===== src/rtl/exception_arbiter_pkg.sv =====
// Shared exception types, cause codes and arbiter state encoding for the commit-stage exception logic.
// Types and constants only; no latency or backpressure of its own.
package exception_arbiter_pkg;

  typedef logic [4:0] exc_code_t;

  localparam exc_code_t CODE_INT  = 5'd0;
  localparam exc_code_t CODE_MOD  = 5'd1;
  localparam exc_code_t CODE_TLBL = 5'd2;
  localparam exc_code_t CODE_TLBS = 5'd3;
  localparam exc_code_t CODE_ADEL = 5'd4;
  localparam exc_code_t CODE_ADES = 5'd5;
  localparam exc_code_t CODE_SYS  = 5'd8;
  localparam exc_code_t CODE_BP   = 5'd9;
  localparam exc_code_t CODE_RI   = 5'd10;
  localparam exc_code_t CODE_CPU  = 5'd11;
  localparam exc_code_t CODE_OV   = 5'd12;
  localparam exc_code_t CODE_TR   = 5'd13;

  // _if flags come from fetch, _ld/_st flags from the data side
  typedef struct packed {
    logic adel_if;
    logic tlbl_if;
    logic cpu;
    logic ri;
    logic ov;
    logic bp;
    logic sys;
    logic tr;
    logic adel_ld;
    logic ades;
    logic tlbl_ld;
    logic tlbs;
    logic mod;
  } exception_info_t;

  typedef struct packed {
    logic [5:0] im;
    logic       erl;
    logic       exl;
    logic       ie;
  } cp0_status_t;

  typedef struct packed {
    exc_code_t   code;
    logic [31:0] pc;
    logic [31:0] badvaddr;
    logic        in_delay_slot;
    logic [31:0] location;
  } exception_t;

  typedef enum logic [1:0] {IDLE, REDIRECT, BLANK} arb_state_t;

  function automatic logic is_data_addr_code(exc_code_t c);
    return (c == CODE_ADEL) || (c == CODE_ADES) || (c == CODE_TLBL) ||
           (c == CODE_TLBS) || (c == CODE_MOD);
  endfunction

endpackage


===== src/rtl/exception_arbiter_cause.sv =====
// Single-lane cause priority encoder: combinational, zero latency.
// No backpressure; the refill hint survives only on the TLB miss causes.
module exc_cause_encode
  import exception_arbiter_pkg::*;
(
  input  exception_info_t exc_info,
  input  logic            int_req,
  input  logic            refill_in,
  output logic            hit,
  output exc_code_t       code,
  output logic            refill
);

  always_comb begin
    hit    = 1'b1;
    code   = CODE_INT;
    refill = 1'b0;
    if (int_req)                code = CODE_INT;
    else if (exc_info.adel_if)  code = CODE_ADEL;
    else if (exc_info.tlbl_if) begin
      code   = CODE_TLBL;
      refill = refill_in;
    end
    else if (exc_info.cpu)      code = CODE_CPU;
    else if (exc_info.ri)       code = CODE_RI;
    else if (exc_info.ov)       code = CODE_OV;
    else if (exc_info.bp)       code = CODE_BP;
    else if (exc_info.sys)      code = CODE_SYS;
    else if (exc_info.tr)       code = CODE_TR;
    else if (exc_info.adel_ld)  code = CODE_ADEL;
    else if (exc_info.ades)     code = CODE_ADES;
    else if (exc_info.tlbl_ld) begin
      code   = CODE_TLBL;
      refill = refill_in;
    end
    else if (exc_info.tlbs) begin
      code   = CODE_TLBS;
      refill = refill_in;
    end
    else if (exc_info.mod)      code = CODE_MOD;
    else                        hit  = 1'b0;
  end

endmodule


===== src/rtl/exception_arbiter.sv =====
// Commit-stage arbiter: picks the oldest excepting lane, registers the record 1 cycle after the flag.
// Holds stall until redirect_ready is seen, then one BLANK cycle before commit resumes.
module exception_arbiter
  import exception_arbiter_pkg::*;
#(
  parameter int          LANES        = 2,
  parameter int          SYNC_STAGES  = 2,
  parameter logic [31:0] EXC_ENTRY    = 32'hbfc00380,
  parameter logic [31:0] REFILL_ENTRY = 32'hbfc00200
) (
  input  logic                         clk,
  input  logic                         reset,
  input  logic [5:0]                   ext_int,
  input  logic [LANES-1:0]             lane_valid,
  input  exception_info_t [LANES-1:0]  lane_exc_info,
  input  logic [LANES-1:0]             lane_tlb_refill,
  input  logic [LANES-1:0][31:0]       lane_pc,
  input  logic [LANES-1:0][31:0]       lane_vaddr,
  input  logic [LANES-1:0]             lane_in_delay_slot,
  input  cp0_status_t                  cp0_status,
  input  logic                         redirect_ready,
  output logic [LANES-1:0]             commit_mask,
  output logic                         stall,
  output logic                         exception_valid,
  output exception_t                   exception,
  output logic [31:0]                  pcexception
);

  logic [SYNC_STAGES-1:0][5:0] sync_q;
  logic                        int_req;
  logic [LANES-1:0]            lane_int;
  logic [LANES-1:0]            lane_hit;
  logic [LANES-1:0]            lane_refill;
  exc_code_t [LANES-1:0]       lane_code;
  logic                        victim_found;
  logic [LANES-1:0]            mask_idle;
  exception_t                  next_rec;
  exception_t                  exc_q;
  arb_state_t                  state;

  always_ff @(posedge clk or negedge reset) begin
    if (!reset) begin
      sync_q <= '0;
    end else begin
      sync_q[0] <= ext_int;
      for (int s = 1; s < SYNC_STAGES; s++) sync_q[s] <= sync_q[s-1];
    end
  end

  assign int_req = (|(sync_q[SYNC_STAGES-1] & cp0_status.im)) & cp0_status.ie &
                   ~cp0_status.exl & ~cp0_status.erl;

  // The interrupt is taken on the oldest committing instruction only
  always_comb begin
    logic seen;
    seen     = 1'b0;
    lane_int = '0;
    for (int i = 0; i < LANES; i++) begin
      if (lane_valid[i] && !seen) begin
        lane_int[i] = int_req;
        seen        = 1'b1;
      end
    end
  end

  for (genvar g = 0; g < LANES; g++) begin : g_enc
    exc_cause_encode u_enc (
      .exc_info  (lane_exc_info[g]),
      .int_req   (lane_int[g]),
      .refill_in (lane_tlb_refill[g]),
      .hit       (lane_hit[g]),
      .code      (lane_code[g]),
      .refill    (lane_refill[g])
    );
  end

  always_comb begin
    victim_found = 1'b0;
    mask_idle    = '0;
    next_rec     = '0;
    for (int i = 0; i < LANES; i++) begin
      mask_idle[i] = lane_valid[i] & ~victim_found;
      if (lane_valid[i] && lane_hit[i] && !victim_found) begin
        victim_found           = 1'b1;
        mask_idle[i]           = 1'b0;
        next_rec.code          = lane_code[i];
        next_rec.pc            = lane_pc[i];
        next_rec.in_delay_slot = lane_in_delay_slot[i];
        next_rec.location      = lane_refill[i] ? REFILL_ENTRY : EXC_ENTRY;
        // Fetch-side faults report the PC; data-side faults report the access address
        if (!lane_int[i] && (lane_exc_info[i].adel_if || lane_exc_info[i].tlbl_if))
          next_rec.badvaddr = lane_pc[i];
        else if (is_data_addr_code(lane_code[i]))
          next_rec.badvaddr = lane_vaddr[i];
      end
    end
  end

  always_ff @(posedge clk or negedge reset) begin
    if (!reset) begin
      state           <= IDLE;
      exception_valid <= 1'b0;
      exc_q           <= '0;
    end else begin
      case (state)
        IDLE: begin
          if (victim_found) begin
            exc_q           <= next_rec;
            exception_valid <= 1'b1;
            state           <= REDIRECT;
          end
        end
        REDIRECT: begin
          if (redirect_ready) begin
            exception_valid <= 1'b0;
            state           <= BLANK;
          end
        end
        BLANK:   state <= IDLE;
        default: state <= IDLE;
      endcase
    end
  end

  always_comb begin
    commit_mask = '0;
    if (reset && (state == IDLE)) commit_mask = mask_idle;
  end

  assign stall       = (state != IDLE);
  assign exception   = exc_q;
  assign pcexception = exc_q.location;

endmodule


===== config.mk =====
export PLATFORM = sky130hd
export DESIGN_NAME = exception_arbiter
export DESIGN_NICKNAME = d
export VERILOG_FILES = /design/src/rtl/exception_arbiter_pkg.sv /design/src/rtl/exception_arbiter_cause.sv /design/src/rtl/exception_arbiter.sv
export SDC_FILE = /design/constraint.sdc
export NUM_CORES = 1
export LEC_CHECK = 0
export BUFFER_PORTS_ARGS = -buffer_cell sky130_fd_sc_hd__buf_2
export CAP_MARGIN = 0
export CORE_AREA = 2 2 122 124
export DETAILED_ROUTE_END_ITERATION = 16
export DIE_AREA = 0 0 124 126
export GPL_TIMING_DRIVEN = 0
export PLACE_DENSITY = 0.64
export SLEW_MARGIN = 20
export SYNTH_ARGS = -nofsm -noshare
export SYNTH_HDL_FRONTEND = slang
export SYNTH_SLANG_ARGS = --single-unit

===== constraint.sdc =====
create_clock -name clk -period 3.3 [get_ports clk]
set_clock_uncertainty 0.1 [all_clocks]
set_input_delay 0.495 -clock clk [delete_from_list [all_inputs] [get_ports clk]]
set_output_delay 0.495 -clock clk [all_outputs]
set_load 0.005 [all_outputs]

Yosys cells after proc, flatten, opt, wreduce, memory -nomap -nowiden
Index checks and enable logic that the tools add are counted.

storage, ports and cells
  register bits = 117
  bits in latches = 0
  RAM bits = 0
  memory bits (read-only) = 0
  memories = 0

cells by class
  $add $sub $neg = 0
  multiply operators = 0
  div/mod/pow operators = 0
  magnitude comparators = 0
  eq/ne operators = 13
  shift operators = 0
  mux-type cells = 104
  bitwise operators = 8
  reductions and logical operators = 28

operators with widths
  kind                  number
  $mux W102             2
  $mux W5               26
  $mux W32              4
  $mux W1               65
  $eq A5 B2 Y1 const B  4
  $eq A5 B3 Y1 const B  4
  $mux W9               2
  $eq A5 B1 Y1 const B  2
  $logic_or A1 B1 Y1    10
  $logic_and A1 B1 Y1   7
  $and A6 B6 Y6         1
  $mux W2               3
  $reduce_or A6 Y1      1
  $and A1 B1 Y1         4
  $logic_not A1 Y1      4
  $ne A2 B2 Y1 const B  2
  $pmux W2 S2           1
  $reduce_and A2 Y1     2
  $reduce_bool A2 Y1    2
  $not A1 Y1            3
  $reduce_and A3 Y1     1
  $eq A2 B1 Y1 const B  1
  $logic_not A2 Y1      1
  $pmux W1 S2           1

Depth between registers and ports, before layout
  depth in word-level cells = 25
  depth in mapped cells = 9

By module
Synthesis repeated with hierarchy kept, for this count alone.

second synthesis, totals
  cells, all modules = 660
  area, all modules = 5567.8 µm²

by module, submodules not included
  module             times used  cells an instance  area an instance (µm²)
  exception_arbiter  1           604                5177.5
  exc_cause_encode   2           28                 195.2

Worst setup path after synthesis
Ideal clock, no wire load.

  kind = input port to flip-flop
  start = input lane_exc_info[3] in the netlist's numbering
  end = register exc_q (netlist bit exception[66])
  setup time = 0.137 ns
  data arrival time = 2.280 ns
  setup slack = 0.783 ns
  cell stages on the path = 9
  path through = or2_1 -> or4_1 -> buf_2 -> o31a_4 -> o21a_1 -> clkbuf_1 -> buf_2 -> nor2_1 -> a21oi_1

between the ends
  word-level cells in the longest chain between the ends = 17
  elaborated cells between the ends (all ways) = 19
  those cells by class = mux (15); reduce/logical (4)

RTL lines
  item                         RTL line                       source
  from (decl)                  exception_arbiter.sv:15        input exception_info_t [LANES-1:0] lane_exc_info,
  $mux W1 (*)                  exception_arbiter_cause.sv:31  else if (exc_info.ades) code = CODE_ADES;
  $mux W1 (*)                  exception_arbiter_cause.sv:30  else if (exc_info.adel_ld) code = CODE_ADEL;
  $mux W1 (*)                  exception_arbiter_cause.sv:29  else if (exc_info.tr) code = CODE_TR;
  $mux W1 (*)                  exception_arbiter_cause.sv:28  else if (exc_info.sys) code = CODE_SYS;
  $mux W1 (*)                  exception_arbiter_cause.sv:27  else if (exc_info.bp) code = CODE_BP;
  $mux W1 (*)                  exception_arbiter_cause.sv:26  else if (exc_info.ov) code = CODE_OV;
  $mux W1 (*)                  exception_arbiter_cause.sv:25  else if (exc_info.ri) code = CODE_RI;
  $mux W1 (*)                  exception_arbiter_cause.sv:24  else if (exc_info.cpu) code = CODE_CPU;
  $mux W1 (*)                  exception_arbiter_cause.sv:20  else if (exc_info.tlbl_if) begin
  $mux W1 (*)                  exception_arbiter_cause.sv:19  else if (exc_info.adel_if) code = CODE_ADEL;
  $mux W1 (*)                  exception_arbiter_cause.sv:18  if (int_req) code = CODE_INT;
  $logic_and A1 B1 Y1 (*)      exception_arbiter.sv:83        if (lane_valid[i] && lane_hit[i] && !victim_found) begin
  $mux W1                      exception_arbiter.sv:83
  $logic_not A1 Y1             exception_arbiter.sv:83
  $logic_and A1 B1 Y1          exception_arbiter.sv:83
  $mux W1                      exception_arbiter.sv:83
  $reduce_and A2 Y1 (no line)  --
  to (signal assigned)         exception_arbiter.sv:108       exc_q <= next_rec;
  to (decl)                    exception_arbiter.sv:38        exception_t exc_q;

Mark *: on every way between the ends. The rest lies on a longest branch, timed or not.
A chain may end at the register's enable or synchronous reset.

Worst setup path in the final report
  start = register sync_q[6] in the netlist's numbering
  end = register exc_q (netlist bit exception[72])

between the ends
  word-level cells in the longest chain between the ends = 13
  elaborated cells between the ends (all ways) = 18
  those cells by class = mux (8); bitwise (4); reduce/logical (6)

RTL lines
  item                            RTL line                       source
  from (decl)                     exception_arbiter.sv:29        logic [SYNC_STAGES-1:0][5:0] sync_q;
  $and A6 B6 Y6 (*)               exception_arbiter.sv:50        assign int_req = (|(sync_q[SYNC_STAGES-1] & cp0_status.im)) & cp0_status.ie &
  $reduce_or A6 Y1 (*)            exception_arbiter.sv:50
  $and A1 B1 Y1 (*) (2 in a row)  exception_arbiter.sv:50
  $and A1 B1 Y1 (*)               exception_arbiter.sv:51        ~cp0_status.exl & ~cp0_status.erl;
  $mux W1                         exception_arbiter.sv:59        if (lane_valid[i] && !seen) begin
  $mux W1                         exception_arbiter_cause.sv:18
  $logic_and A1 B1 Y1             exception_arbiter.sv:83
  $mux W1                         exception_arbiter.sv:83
  $logic_not A1 Y1                exception_arbiter.sv:83
  $logic_and A1 B1 Y1             exception_arbiter.sv:83
  $mux W1                         exception_arbiter.sv:83
  $reduce_and A2 Y1 (no line)     --

Marked as above.

==> impl_results.rst <==
.. list-table::
   :header-rows: 1

   * - Metric
     - Value
   * - CTS Hold Buffers Added
     - 1
   * - Summed instance area of the synthesized netlist
     - 4840 um2
   * - Floorplan row count
     - 44
   * - Final Hold Slack
     - roughly 0.15 ns
   * - First-pass DRT Iterations
     - 5
   * - Number of I/O pins
     - between 300 and 400
   * - Number of stages on the worst hold path
     - 1
   * - Leading cell type by number of instances after synthesis
     - sky130_fd_sc_hd__dfrtp_1
   * - Slew Limit Headroom
     - 28.8%
   * - Total grt overflow
     - 0
   * - RR Endpoint
     - exception[72]
   * - Global placement routability congestion
     - roughly 0.9
   * - Yosys warnings
     - 0
   * - Run status
     - finished clean
   * - Asr flop ratio synth
     - 100%
   * - Share of power burned in registers
     - roughly 37%
   * - Antenna violations before repair
     - 1
   * - TritonCTS Sinks
     - 86
   * - Nets
     - 1057
   * - Post-route DRC violation count
     - 0
   * - DRT Wirelength
     - roughly 19000 um
   * - Simple-gate share of the synthesized area
     - about 14%
   * - Input/output buffers
     - 273
   * - Unique masters post-synth
     - between 40 and 50
   * - CTS HTree Levels
     - 3
   * - Share of the clock period used by the worst path
     - 91.5%
   * - Share of the yosys chip area belonging to registers
     - ~44%
   * - Setup slack after layout
     - 0.281 ns
   * - Largest vdd supply drop
     - 351 uV
   * - Seq cells post-synth
     - 86
   * - Overall Global Routing Usage
     - between 20% and 30%
   * - Max frequency
     - around 330 MHz
   * - EDFF count, synth
     - 0
   * - Half-perimeter wire length after placement
     - 14300 um
   * - Minimum clock period after layout
     - approximately 3 ns
   * - Number of antenna-violating nets in the routed design
     - 0
   * - Chip height
     - roughly 130 um
   * - TritonCTS clock tree
     - done
   * - Cell-by-cell listing of the critical path
     - a22o_1 -> o31a_1 -> o31ai_4 -> nand2_1 -> clkbuf_1 -> o22ai_1 -> a21oi_1
   * - Max-slew violation count
     - 0
   * - Data arrival time of the critical path
     - roughly 3.1 ns
   * - Growth of design area from synthesis to finish
     - 43.4%
   * - Clock buffers created by TritonCTS
     - 9
   * - Setup crit end kind
     - register
   * - Adder-Cell Fraction of Synth Area
     - 0%
   * - Largest family of logic cells by synthesized area
     - compound AO/OA/AOI/OAI gates
   * - CP max-delay cell
     - sky130_fd_sc_hd__o31ai_4
   * - Post-synthesis compound-gate area fraction
     - approximately 27%
   * - Clk_lat worst skew
     - 0.34 ns
   * - Max Cap Violations
     - 0
   * - Category of the critical setup timing path
     - reg2reg
   * - Cell type with the highest aggregate area in the netlist
     - sky130_fd_sc_hd__dfrtp_1
   * - Effective utilization at floorplan
     - 33.8%
   * - Clock tree root buffer cell
     - sky130_fd_sc_hd__clkbuf_16
   * - Final count of negative-setup-slack endpoints
     - 0
   * - Startpoint of the tightest hold check path
     - ext_int[5]
   * - Reported net switching power
     - about 1800 uW
   * - XOR/XNOR share of the synthesized area
     - 0%
   * - Commonest cells in the netlist
     - 86 x sky130_fd_sc_hd__dfrtp_1, 80 x sky130_fd_sc_hd__nor2_1, 70 x sky130_fd_sc_hd__a21oi_1, 63 x sky130_fd_sc_hd__buf_4, 35 x sky130_fd_sc_hd__o22ai_1
   * - Slowest Stage Delay on Critical Path
     - around 0.58 ns
   * - Destination of the worst hold path
     - sync_q[5]
   * - Post-DR vias/cell
     - a little over 5
   * - Drt wl/cell
     - 17.3 um
   * - Crit Reg-Reg Startpoint
     - sync_q[6]
   * - Switching portion of total power
     - 37.6%
   * - Number of global-route vias before repair
     - approximately 5200
   * - Die Width
     - between 100 and 150 um
   * - Synthesized instance count
     - 553
   * - Unrepaired setup endpoints after global routing
     - false
   * - Post-cts resize count
     - 0
   * - Share of Yosys cell area claimed by the top area cell type
     - between 40% and 50%
   * - Static Leak
     - about 0.0033 uW
   * - Core Box Area
     - ~14000 um2
   * - Proportion of layout cells with a drive suffix above 1
     - 42.2%
   * - Power per cell area
     - a little under 700 nW/um2
   * - Transition at the pin with the smallest max-transition slack
     - roughly 1.1 ns
   * - Comb pwr share
     - ~40%
   * - Cells on worst reg2reg path
     - 7
   * - Final hold violation count
     - 0
   * - Power share of the clock group
     - 22.4%
   * - Iter 0 DRT Violations
     - 236
   * - Top post-synthesis cells by area
     - sky130_fd_sc_hd__dfrtp_1 44%, sky130_fd_sc_hd__buf_4 9.8%, sky130_fd_sc_hd__a21oi_1 7.2%
   * - Predominant post-synthesis flop cell
     - sky130_fd_sc_hd__dfrtp_1
   * - First-pass GRT wire length
     - 27200 um
   * - Required time of the critical path
     - 3.41 ns
   * - Worst slack at placement
     - -0.0651 ns
   * - Maximum net fanout on the critical path
     - 10
   * - Worst hold path type
     - in2reg
   * - CP startpoint kind
     - register
   * - Cell internal pwr
     - approximately 3000 uW
   * - Via count
     - 5415
   * - Maximum number of pins on one net before global-route repair
     - 53
   * - Area enclosed by the die boundary
     - 15600 um2
   * - Proportion of synthesized area in mux cells
     - 0%
   * - Postcts setup bufs
     - 0
   * - Longest Clk Path Bufs
     - 2
   * - Register-to-register setup slack
     - roughly 0.28 ns
   * - Clock transition at the register clock pins on the worst setup and hold paths after CTS
     - 0.06 ns
   * - Mean post-synth cell area
     - between 8 and 9 um2
[registers in the layout, summed over array words and instances, names as in the netlist]
register         count
pcexception          2
exception_valid      1
exception           69
sync_q              12
state                2
[kinds of logic after synthesis]
group           after synthesis
compound gates              203
buf+inv                     110
flops                        86
other cells                   1
simple gates                153
[final cells by class]
type	count	area, um2
fillers	1485	7370
plain buffers	101	654
clock inverters	6	68.8
flip-flops and latches	86	2150
repair buffers	275	1410
well taps	184	230
multi-input cells	397	2150
diodes	1	2.50
clock buffers	10	239
inverters	9	33.8
[through the flow]
| step | setup TNS [ns] | total power (uW) | util, % | std cells | instance area, um2 |
|---|---|---|---|---|---|
| finish | 0 | 4740 | 48.5 | 1069 | 6940 |
| global route | 0 | 5080 | 48.5 | 1069 | 6940 |
| CTS | 0 | 4790 | 48.5 | 1068 | 6940 |
| detailed placement | -0.203 | 3710 | 46.3 | 1051 | 6620 |
| global placement | -0.179 | 3680 | 46.0 | 1050 | 6590 |
| floorplan | 0 | 2730 | - | 593 | 4990 |
[cells in the final DEF (no fill, tap or decap), types with 3 or more instances in the layout]
cell type and instances:
sky130_fd_sc_hd__buf_2 285, sky130_fd_sc_hd__dfrtp_1 86, sky130_fd_sc_hd__nor2_1 80, sky130_fd_sc_hd__a21oi_1 70, sky130_fd_sc_hd__buf_4 63, sky130_fd_sc_hd__conb_1 41, sky130_fd_sc_hd__o22ai_1 35, sky130_fd_sc_hd__nand3_1 34
sky130_fd_sc_hd__a31oi_1 33, sky130_fd_sc_hd__a22oi_1 32, sky130_fd_sc_hd__clkbuf_1 22, sky130_fd_sc_hd__nor3_1 13, sky130_fd_sc_hd__nand2_1 11, sky130_fd_sc_hd__inv_1 9, sky130_fd_sc_hd__clkbuf_16 9, sky130_fd_sc_hd__a22o_1 4
sky130_fd_sc_hd__nor4_1 4, sky130_fd_sc_hd__o21ai_1 4, sky130_fd_sc_hd__buf_6 4, sky130_fd_sc_hd__or4_1 3, sky130_fd_sc_hd__o31ai_1 3, sky130_fd_sc_hd__nand2b_1 3
[per-layer routing]
metal  global-route usage [%]  routed length, um  up-vias
met5                        0                  0        -
met4                     8.86                434        0
met3                     5.34               1630       32
met2                     39.2               9150      280
met1                     27.6               7320     2508
li1                         -                  -     2595
[how the worst max path moves through the flow]
stage,from,end,slack (ns)
2_1_floorplan,lane_exc_info[3],exception[66],0.78
3_3_place_gp,lane_exc_info[3],exception[72],-0.07
3_5_place_dp,lane_exc_info[3],exception[72],-0.07
4_1_cts,sync_q[6],exception[60],0.24
5_1_grt,sync_q[6],exception[33],0.08
6_report,sync_q[6],exception[72],0.28
[power by group through the flow]
stage | Clock (uW) | Combinational (uW) | Sequential (uW)
floorplan | 0 | 944 | 1780
global placement | 0 | 1920 | 1760
detailed placement | 0 | 1950 | 1770
CTS | 1080 | 1940 | 1760
global route | 1130 | 2130 | 1810
finish | 1060 | 1930 | 1750
[critical path: cells and delay by family, from the launching register on]
| family | cells | cell delay (ns) |
|---|---|---|
| AO/OA/AOI/OAI | 5 | 1.67 |
| AND/OR/NAND/NOR | 1 | 0.38 |
| flip-flops | 1 | 0.37 |
| buffers and inverters | 1 | 0.36 |
No activity file was read; power rests on OpenSTA's default activity.
